File: src/rtl/divider_pkg.sv
// rtl/divider_pkg.sv - shared widths and burst FSM encoding for the pulse divider blocks
package divider_pkg;

  localparam int CNT_W = 32;
  localparam int TIM_W = 16;

  typedef enum logic [1:0] {
    ST_IDLE = 2'd0,
    ST_HIGH = 2'd1,
    ST_LOW  = 2'd2,
    ST_DONE = 2'd3
  } burst_state_t;

endpackage

File: src/rtl/phase_timer.sv
// rtl/phase_timer.sv - loadable down-counter timing one HIGH or LOW phase
module phase_timer #(
  parameter int TIM_W = 16
) (
  input  logic             clk,
  input  logic             rst,
  input  logic             enable,
  input  logic             load,
  input  logic [TIM_W-1:0] load_val,
  output logic             zero
);

  logic [TIM_W-1:0] count;

  // Saturates at zero; the owner reloads it on every phase entry.
  always_ff @(posedge clk or posedge rst) begin
    if (rst) begin
      count <= '0;
    end else if (enable) begin
      if (load) begin
        count <= load_val;
      end else if (count != '0) begin
        count <= count - TIM_W'(1);
      end
    end
  end

  assign zero = (count == '0);

endmodule

File: src/rtl/pulse_burst_gen.sv
// rtl/pulse_burst_gen.sv - emits burst_count pulses of high_cycles/low_cycles, then latches done
module pulse_burst_gen
  import divider_pkg::*;
#(
  parameter int CNT_W = divider_pkg::CNT_W,
  parameter int TIM_W = divider_pkg::TIM_W
) (
  input  logic             pulse_clock,
  input  logic             burst_reset,
  input  logic             burst_enable,
  input  logic             burst_start,
  input  logic [CNT_W-1:0] burst_count,
  input  logic [TIM_W-1:0] high_cycles,
  input  logic [TIM_W-1:0] low_cycles,
  output logic             pulse_out,
  output logic             burst_busy,
  output logic             burst_done,
  output logic [CNT_W-1:0] pulses_sent
);

  burst_state_t     state, state_nxt;
  logic [CNT_W-1:0] cfg_count;
  logic [TIM_W-1:0] cfg_high_ld;
  logic [TIM_W-1:0] cfg_low_ld;
  logic             start_ok;
  logic             tmr_load;
  logic [TIM_W-1:0] tmr_val;
  logic             tmr_zero;
  logic             sent_clr;
  logic             sent_inc;

  // Phase lengths are stored as timer reload values; a zero length runs one clock.
  function automatic logic [TIM_W-1:0] phase_reload(input logic [TIM_W-1:0] len);
    return (len == '0) ? '0 : len - TIM_W'(1);
  endfunction

  phase_timer #(
    .TIM_W (TIM_W)
  ) u_phase_timer (
    .clk      (pulse_clock),
    .rst      (burst_reset),
    .enable   (burst_enable),
    .load     (tmr_load),
    .load_val (tmr_val),
    .zero     (tmr_zero)
  );

  always_comb begin
    state_nxt = state;
    tmr_load  = 1'b0;
    tmr_val   = cfg_high_ld;
    sent_clr  = 1'b0;
    sent_inc  = 1'b0;
    start_ok  = burst_start && ((state == ST_IDLE) || (state == ST_DONE));

    case (state)
      ST_IDLE, ST_DONE: begin
        if (start_ok) begin
          sent_clr = 1'b1;
          if (burst_count == '0) begin
            state_nxt = ST_DONE;
          end else begin
            state_nxt = ST_HIGH;
            tmr_load  = 1'b1;
            tmr_val   = phase_reload(high_cycles);
            sent_inc  = 1'b1;
          end
        end
      end
      ST_HIGH: begin
        if (tmr_zero) begin
          state_nxt = ST_LOW;
          tmr_load  = 1'b1;
          tmr_val   = cfg_low_ld;
        end
      end
      ST_LOW: begin
        if (tmr_zero) begin
          if (pulses_sent < cfg_count) begin
            state_nxt = ST_HIGH;
            tmr_load  = 1'b1;
            tmr_val   = cfg_high_ld;
            sent_inc  = 1'b1;
          end else begin
            state_nxt = ST_DONE;
          end
        end
      end
      default: state_nxt = ST_IDLE;
    endcase
  end

  // Dropping burst_enable freezes the whole block, including the start qualifier.
  always_ff @(posedge pulse_clock or posedge burst_reset) begin
    if (burst_reset) begin
      state <= ST_IDLE;
    end else if (burst_enable) begin
      state <= state_nxt;
    end
  end

  always_ff @(posedge pulse_clock or posedge burst_reset) begin
    if (burst_reset) begin
      cfg_count   <= '0;
      cfg_high_ld <= '0;
      cfg_low_ld  <= '0;
      pulses_sent <= '0;
      pulse_out   <= 1'b0;
      burst_busy  <= 1'b0;
      burst_done  <= 1'b0;
    end else if (burst_enable) begin
      pulse_out  <= (state_nxt == ST_HIGH);
      burst_busy <= (state_nxt == ST_HIGH) || (state_nxt == ST_LOW);
      burst_done <= (state_nxt == ST_DONE);
      if (start_ok) begin
        cfg_count   <= burst_count;
        cfg_high_ld <= phase_reload(high_cycles);
        cfg_low_ld  <= phase_reload(low_cycles);
      end
      if (sent_clr) begin
        pulses_sent <= sent_inc ? CNT_W'(1) : '0;
      end else if (sent_inc) begin
        pulses_sent <= pulses_sent + CNT_W'(1);
      end
    end
  end

endmodule
File: config.mk
export PLATFORM = sky130hd
export DESIGN_NAME = pulse_burst_gen
export DESIGN_NICKNAME = d
export VERILOG_FILES = /design/src/rtl/divider_pkg.sv /design/src/rtl/phase_timer.sv /design/src/rtl/pulse_burst_gen.sv
export SDC_FILE = /design/constraint.sdc
export NUM_CORES = 1
export LEC_CHECK = 0
export ABC_AREA = 0
export CAP_MARGIN = 25
export CORE_MARGIN = 4
export CORE_UTILIZATION = 45
export DETAILED_ROUTE_END_ITERATION = 8
export DONT_BUFFER_PORTS = 1
export PLACE_DENSITY = 0.59
export SLEW_MARGIN = 10
export SYNTH_ARGS = -nofsm -noshare
export SYNTH_HDL_FRONTEND = slang
export SYNTH_SLANG_ARGS = --single-unit
File: constraint.sdc
create_clock -name pulse_clock -period 4.4 [get_ports pulse_clock]
set_input_delay 0.88 -clock pulse_clock [delete_from_list [all_inputs] [get_ports pulse_clock]]
set_output_delay 0.88 -clock pulse_clock [all_outputs]
set_load 0.01 [all_outputs]
Word-level counts from Yosys, hierarchy flattened
Index checks and enable logic that the tools add are counted.
Widths: inputs -> output; s select.

word-level totals
  register bits after elaboration = 117
  bits in latches = 0
  RAM bits = 0
  ROM bits = 0
  input port bits = 68
  output and inout bits = 35
  logic and storage cells = 61
  memories = 0

cells by class
  add/sub/neg operators = 4
  multiply operators = 0
  div/mod/pow operators = 0
  $lt $le $gt $ge = 1
  equality and inequality tests = 6
  shift-type cells = 0
  multiplexer cells = 26
  bitwise gates (word level) = 0
  reductions and logical operators = 15

operator list
  cell                   count
  $mux 16                7
  $mux 32                2
  $logic_not 16->1       3
  $pmux 16 s3            1
  $sub 16x1->16 const B  3
  $add 32x1->32 const B  1
  $logic_not 32->1       1
  $lt 32x32->1           1
  $reduce_bool 16->1     1
  $mux 2                 5
  $eq 2x2->1 const B     4
  $mux 1                 8
  $pmux 2 s3             1
  $reduce_and 2->1       3
  $eq 2x1->1 const B     2
  $reduce_bool 2->1      2
  $pmux 1 s3             1
  $logic_not 2->1        1
  $logic_or 1x1->1       2
  $pmux 1 s2             1
  $reduce_or 2->1        1
  $logic_and 1x1->1      1

Logic depth before layout (Yosys ltp)
  depth in word-level cells = 7
  depth in mapped cells = 11
  mapped depth without buffers = 11

By module
A second synthesis with hierarchy kept.

unflattened totals
  cells, all modules = 842
  area, all modules = 7249.5 µm²

by module, submodules not included
  module           times used  cells each  area each (µm²)  seq. area each (µm²)
  pulse_burst_gen  1           721         6173.4           2527.4
  phase_timer      1           121         1076.0           400.4

Least setup slack after synthesis
No wires, ideal clock.

  path type = input to register
  from = input port low_cycles[0]
  to = register cfg_low_ld[10]
  setup time = 0.133 ns
  arrival = 2.866 ns
  data required time = 4.267 ns
  setup slack = 1.401 ns
  stages on the path = 9
  buffers on the path = 2
  cell sequence = inv_1 ha_1 nor3b_1 nand2_1 or3_1 clkbuf_1 o41ai_1 clkbuf_1 o21ai_0

on the way
  cells in the longest elaborated chain, start to end = 2
  elaborated cells on any way between the ends = 3
  classes of those cells = add/sub (1); mux (1); reduce/logical (1)

ends and longest elaborated chain
  item                                               RTL line                source
  from (decl)                                        pulse_burst_gen.sv:14   input logic [TIM_W-1:0] low_cycles,
  $sub 16x1->16 or $logic_not 16->1 (tied branches)  pulse_burst_gen.sv:34   return (len == '0) ? '0 : len - TIM_W'(1);
  $mux 16 *                                          pulse_burst_gen.sv:34
  to (signal assigned)                               pulse_burst_gen.sv:118  cfg_low_ld <= phase_reload(low_cycles);
  to (decl)                                          pulse_burst_gen.sv:24   logic [TIM_W-1:0] cfg_low_ld;

Mark *: on every way between the ends. The rest lies on a longest branch, timed or not.
A chain may end at the register's enable or synchronous reset.

Final worst setup path
  from = register u_phase_timer.count[0]
  to = register u_phase_timer.count[1]

on the way
  cells in the longest elaborated chain, start to end = 5
  elaborated cells on any way between the ends = 12
  classes of those cells = add/sub (1); mux (7); reduce/logical (4)

ends and longest elaborated chain
  item                                                   RTL line           source
  from (decl)                                            phase_timer.sv:13  logic [TIM_W-1:0] count;
  from (signal assigned)                                 phase_timer.sv:21  count <= load_val;
  from (signal assigned)                                 phase_timer.sv:23  count <= count - TIM_W'(1);
  branches (longest 5 deep; another with $sub 16x1->16)  n/a

Parallel ways; which one is timed is not known. The select of a mux whose other input is x is not followed.

==> summary.md <==
| Metric | Value |
|---|---|
| Status | finished, final reports clean |
| Largest cells by area after synthesis | sky130_fd_sc_hd__dfrtp_1, sky130_fd_sc_hd__nand2_1, sky130_fd_sc_hd__ha_1, sky130_fd_sc_hd__o21ai_0, sky130_fd_sc_hd__inv_1 |
| Relative slew margins | between 40 and 50% |
| Reg-to-reg setup timing slack | roughly 1 ns |
| Cell Area, Placed | just under 8000 um2 |
| DR vias/cell | between 6 and 7 |
| Die Footprint | 19250 um2 |
| Fmax | a little under 300 MHz |
| Synthesis-to-layout area growth | 11.87% |
| Pre-CTS setup slack | just over 0.9 ns |
| Mean post-synth cell area | between 8 and 9 um2 |
| Length of routed met3 wiring | 1372 um |
| Max-cap viol count | 0 |
| Netlist area before placement | slightly below 8000 um2 |
| Final standard cell utilization of the core | around 52% |
| Setup TNS | 0 ns |
| Number of warning messages in the yosys log | 0 |
| Post-CTS Setup Inserts | 0 |
| DIE HEIGHT | roughly 140 um |
| Worst Setup End Kind | register |
| I/O Pins | between 100 and 150 |
| Number of cell instances on the worst register-to-register path | 9 |
| Remaining antenna violation count | 0 |
| Total Routing Usage GR | a little under a quarter |
| Setup repair after global routing missed its margin | no |
| Met1 wire length | between 8000 and 9000 um |
| Inst Count DP | about 1100 |
| Netlist cell types | 75 |
| Number of input and output port buffers inserted | 0 |
| EDFF count, synth | 0 |
| Largest net degree at the start of global routing | 46 |
| Worst IR drop on VDD | roughly 0.3 mV |
| Proportion of synthesized chip area in sequential cells | between 30% and 40% |
| TritonCTS clock tree | done |
| Share of final-layout standard cells stronger than drive strength 1 | 8.774% |
| Final hold violation count | 0 |
| Top routing layer in use | met4 |
| Number of cells produced by synthesis | 889 |
| Reg2Reg Launch Point | u_phase_timer.count[0] |
| Routed length per instance | between 15 and 20 um |
| Startpoint of the most critical setup path | u_phase_timer.count[0] |
| Main synth FF type | sky130_fd_sc_hd__dfrtp_1 |
| Count of standard-cell rows | 47 |
| Time the worst path needs with I/O delays and setup | about 3.4 ns |
| Area of the placeable core | approximately 17000 um2 |
| Via count | 6889 |
| Arrival @ worst endpoint | 3.70 ns |
| Number of global-route vias before repair | between 6000 and 7000 |
| Cell leakage power | 3.590 nW |
| Detail Placement HPWL | ~16000 um |
| Critical path's slowest cell | sky130_fd_sc_hd__a211oi_4 |
| Ordered list of cells on the worst path | inv_1 > ha_1 > nor3b_2 > nand4_2 > a2111oi_4 > nand3_2 > a211oi_4 > o31ai_1 > a221o_1 |
| Leading area contributor after synthesis | sky130_fd_sc_hd__dfrtp_1 |
| Clock sinks | between 100 and 150 |
| DRC violation count after routing | 0 |
| Finished Layout Cells | between 1000 and 1500 |
| Worst hold path type | input port to async pin |
| Post-cts hold buffer count | 0 |
| Worst slew pin tran | slightly above 0.8 ns |
| Pwr per Cell Area | ~570 nW/um2 |
| Final weighted congestion in routability-driven placement | 0.9033 |
| Fraction of synthesized cell area taken by the top area cell type | between 30% and 40% |
| Startpoint types | register |
| Critical path peak fanout | 16 |
| Final setup vio count | 0 |
| Antenna Diode Count | 0 |
| Overall die width | about 140 um |
| GRT Residual Overflow | 0 |
| Maximum number of buffers from clock root to sink | 2 |
| Critical setup path kind | register to register |
| Setup ws final | about 1.0 ns |
| Nets@finish | roughly 980 |
| Post-route clock period utilization | 77.30% |
| Clock transition at the registers of the reported paths | 0.06 ns |
| Number of cells upsized or downsized after cts | 0 |
| Antenna violations before repair | 0 |
| Library cell used as clock root buffer | sky130_fd_sc_hd__clkbuf_16 |
| Setup Skew | 0.008373 ns |
| Clock latency on the worst-skew pair | between 0.4 and 0.5 ns |
| Post-Route WL | between 20000 and 25000 um |
| DRC marker count from the first detailed-route iteration | 490 |
| Crit Reg-Reg Endpoint | u_phase_timer.count[1] |
| Final Instance Area | 8607 um2 |
| Delay contributed by the slowest stage of the critical path | ~0.73 ns |
| Net count after synthesis | about 1000 |
| Post-synthesis register bit count | ~120 |
| Number of buffers inserted during clock tree synthesis | 17 |
| Total met2 wirelength after detailed routing | 11050 um |
| Data required time at the worst endpoint | between 4 and 5 ns |
| First-pass GRT wire length | between 30000 and 40000 um |
| CTS H-Tree Depth | 4 |
| Share of flip-flops with an asynchronous set or reset after synthesis | between 90% and 100% |
| Effective utilization at floorplan | 46.23% |
| Max-slew violations | 0 |
| Drt pass-1 iters | 5 |
placed cells by master, fill, tap and decap left out, types with 8 or more instances in the layout:
cell                          n
sky130_fd_sc_hd__nand4_1     24
sky130_fd_sc_hd__nor3_1      20
sky130_fd_sc_hd__nand2_1    137
sky130_fd_sc_hd__nand3_1     20
sky130_fd_sc_hd__clkbuf_16   17
sky130_fd_sc_hd__dfrtp_1    117
sky130_fd_sc_hd__inv_1       58
sky130_fd_sc_hd__a21o_1       8
sky130_fd_sc_hd__a2111oi_0   11
sky130_fd_sc_hd__buf_4       16
sky130_fd_sc_hd__a211oi_1    11
sky130_fd_sc_hd__and3_1      10
sky130_fd_sc_hd__a211o_1     11
sky130_fd_sc_hd__o211ai_1    12
sky130_fd_sc_hd__a21oi_1     27
sky130_fd_sc_hd__and2_1       8
sky130_fd_sc_hd__ha_1        39
sky130_fd_sc_hd__xnor2_1     23
sky130_fd_sc_hd__a221o_1      9
sky130_fd_sc_hd__nor2b_1      9
sky130_fd_sc_hd__or4_1       11
sky130_fd_sc_hd__nor4_1      22
sky130_fd_sc_hd__o21ai_0     73
sky130_fd_sc_hd__nor2_1      56
sky130_fd_sc_hd__o31ai_1     13
how the worst max path moves through the flow:
stage | endpoint | cells after the start | slack, ns
after global placement | cfg_low_ld[10] | 7 | 1.02
after detailed placement | cfg_low_ld[9] | 7 | 0.93
after global routing | u_phase_timer.count[4] | 9 | 0.69
final | u_phase_timer.count[1] | 9 | 1.0
after floorplan | burst_busy | 1 | 0.42
after CTS | u_phase_timer.count[1] | 9 | 1.02
logic make-up (layout without fill, tap and decap cells):
group	after synthesis	after routing	share of synthesized area, %
flip-flops	117	117	38.05
XOR/XNOR	28	28	3.187
adder cells (fa/ha/maj)	39	39	6.343
multiplexers	10	10	1.350
buffers and inverters	108	108	5.513
AND/OR/NAND/NOR	361	361	24.26
AO/OA/AOI/OAI	226	226	21.29
synth_stat cells (11+ instances only):
cell type / n
sky130_fd_sc_hd__a211oi_1: 11
sky130_fd_sc_hd__clkbuf_1: 34
sky130_fd_sc_hd__nor2_1: 57
sky130_fd_sc_hd__a211o_1: 11
sky130_fd_sc_hd__nor4_1: 22
sky130_fd_sc_hd__inv_1: 59
sky130_fd_sc_hd__dfrtp_1: 117
sky130_fd_sc_hd__o21ai_0: 73
sky130_fd_sc_hd__nand3_1: 20
sky130_fd_sc_hd__xnor2_1: 23
sky130_fd_sc_hd__nand2_1: 137
sky130_fd_sc_hd__or4_1: 11
sky130_fd_sc_hd__o211ai_1: 12
sky130_fd_sc_hd__a21oi_1: 27
sky130_fd_sc_hd__o31ai_1: 13
sky130_fd_sc_hd__ha_1: 39
sky130_fd_sc_hd__nor3_1: 20
sky130_fd_sc_hd__nand4_1: 24
sky130_fd_sc_hd__a2111oi_0: 11
report_power, final:
group          internal (mW)  switching, mW  leakage [nW]
clock                   1.09          0.491         0.331
sequential              1.49          0.387          1.47
combinational          0.591          0.852          1.79
per-stage QoR:
stage	hold slack, ns	power, mW
floorplan	0.4379	2.892
global placement	0.4547	3.259
detailed placement	0.4631	3.338
CTS	0.4238	4.931
global route	0.4554	5.241
finish	0.4142	4.901
registers in the layout (all words and copies together) (netlist names):
| signal | count |
|---|---|
| burst_busy | 1 |
| burst_done | 1 |
| cfg_count | 32 |
| cfg_high_ld | 16 |
| cfg_low_ld | 16 |
| pulse_out | 1 |
| pulses_sent | 32 |
| state | 2 |
| u_phase_timer.count | 16 |
layer usage:
layer,vias up,global-route usage (%)
met2,244,40.31
li1,3239,-
met3,50,6.483
met4,0,7.158
met1,3356,27.18
met5,-,0
layout make-up:
cell class	count	area, um2
well taps	220	275.3
clock buffers	23	508.0
multi-input cells	664	4357
fillers	1559	8035
repair buffers	18	147.6
flip-flops and latches	117	2928
inverters	59	224.0
clock inverters	8	167.7
critical path, delay by kind of cell, from the launching register on:
| kind | cells | cell delay, ns |
|---|---|---|
| AO/OA/AOI/OAI | 4 | 1.65 |
| adder cells (fa/ha/maj) | 1 | 0.21 |
| buffers and inverters | 1 | 0.11 |
| flip-flops | 1 | 0.40 |
| AND/OR/NAND/NOR | 3 | 0.89 |
No activity file was read; power rests on OpenSTA's default activity.
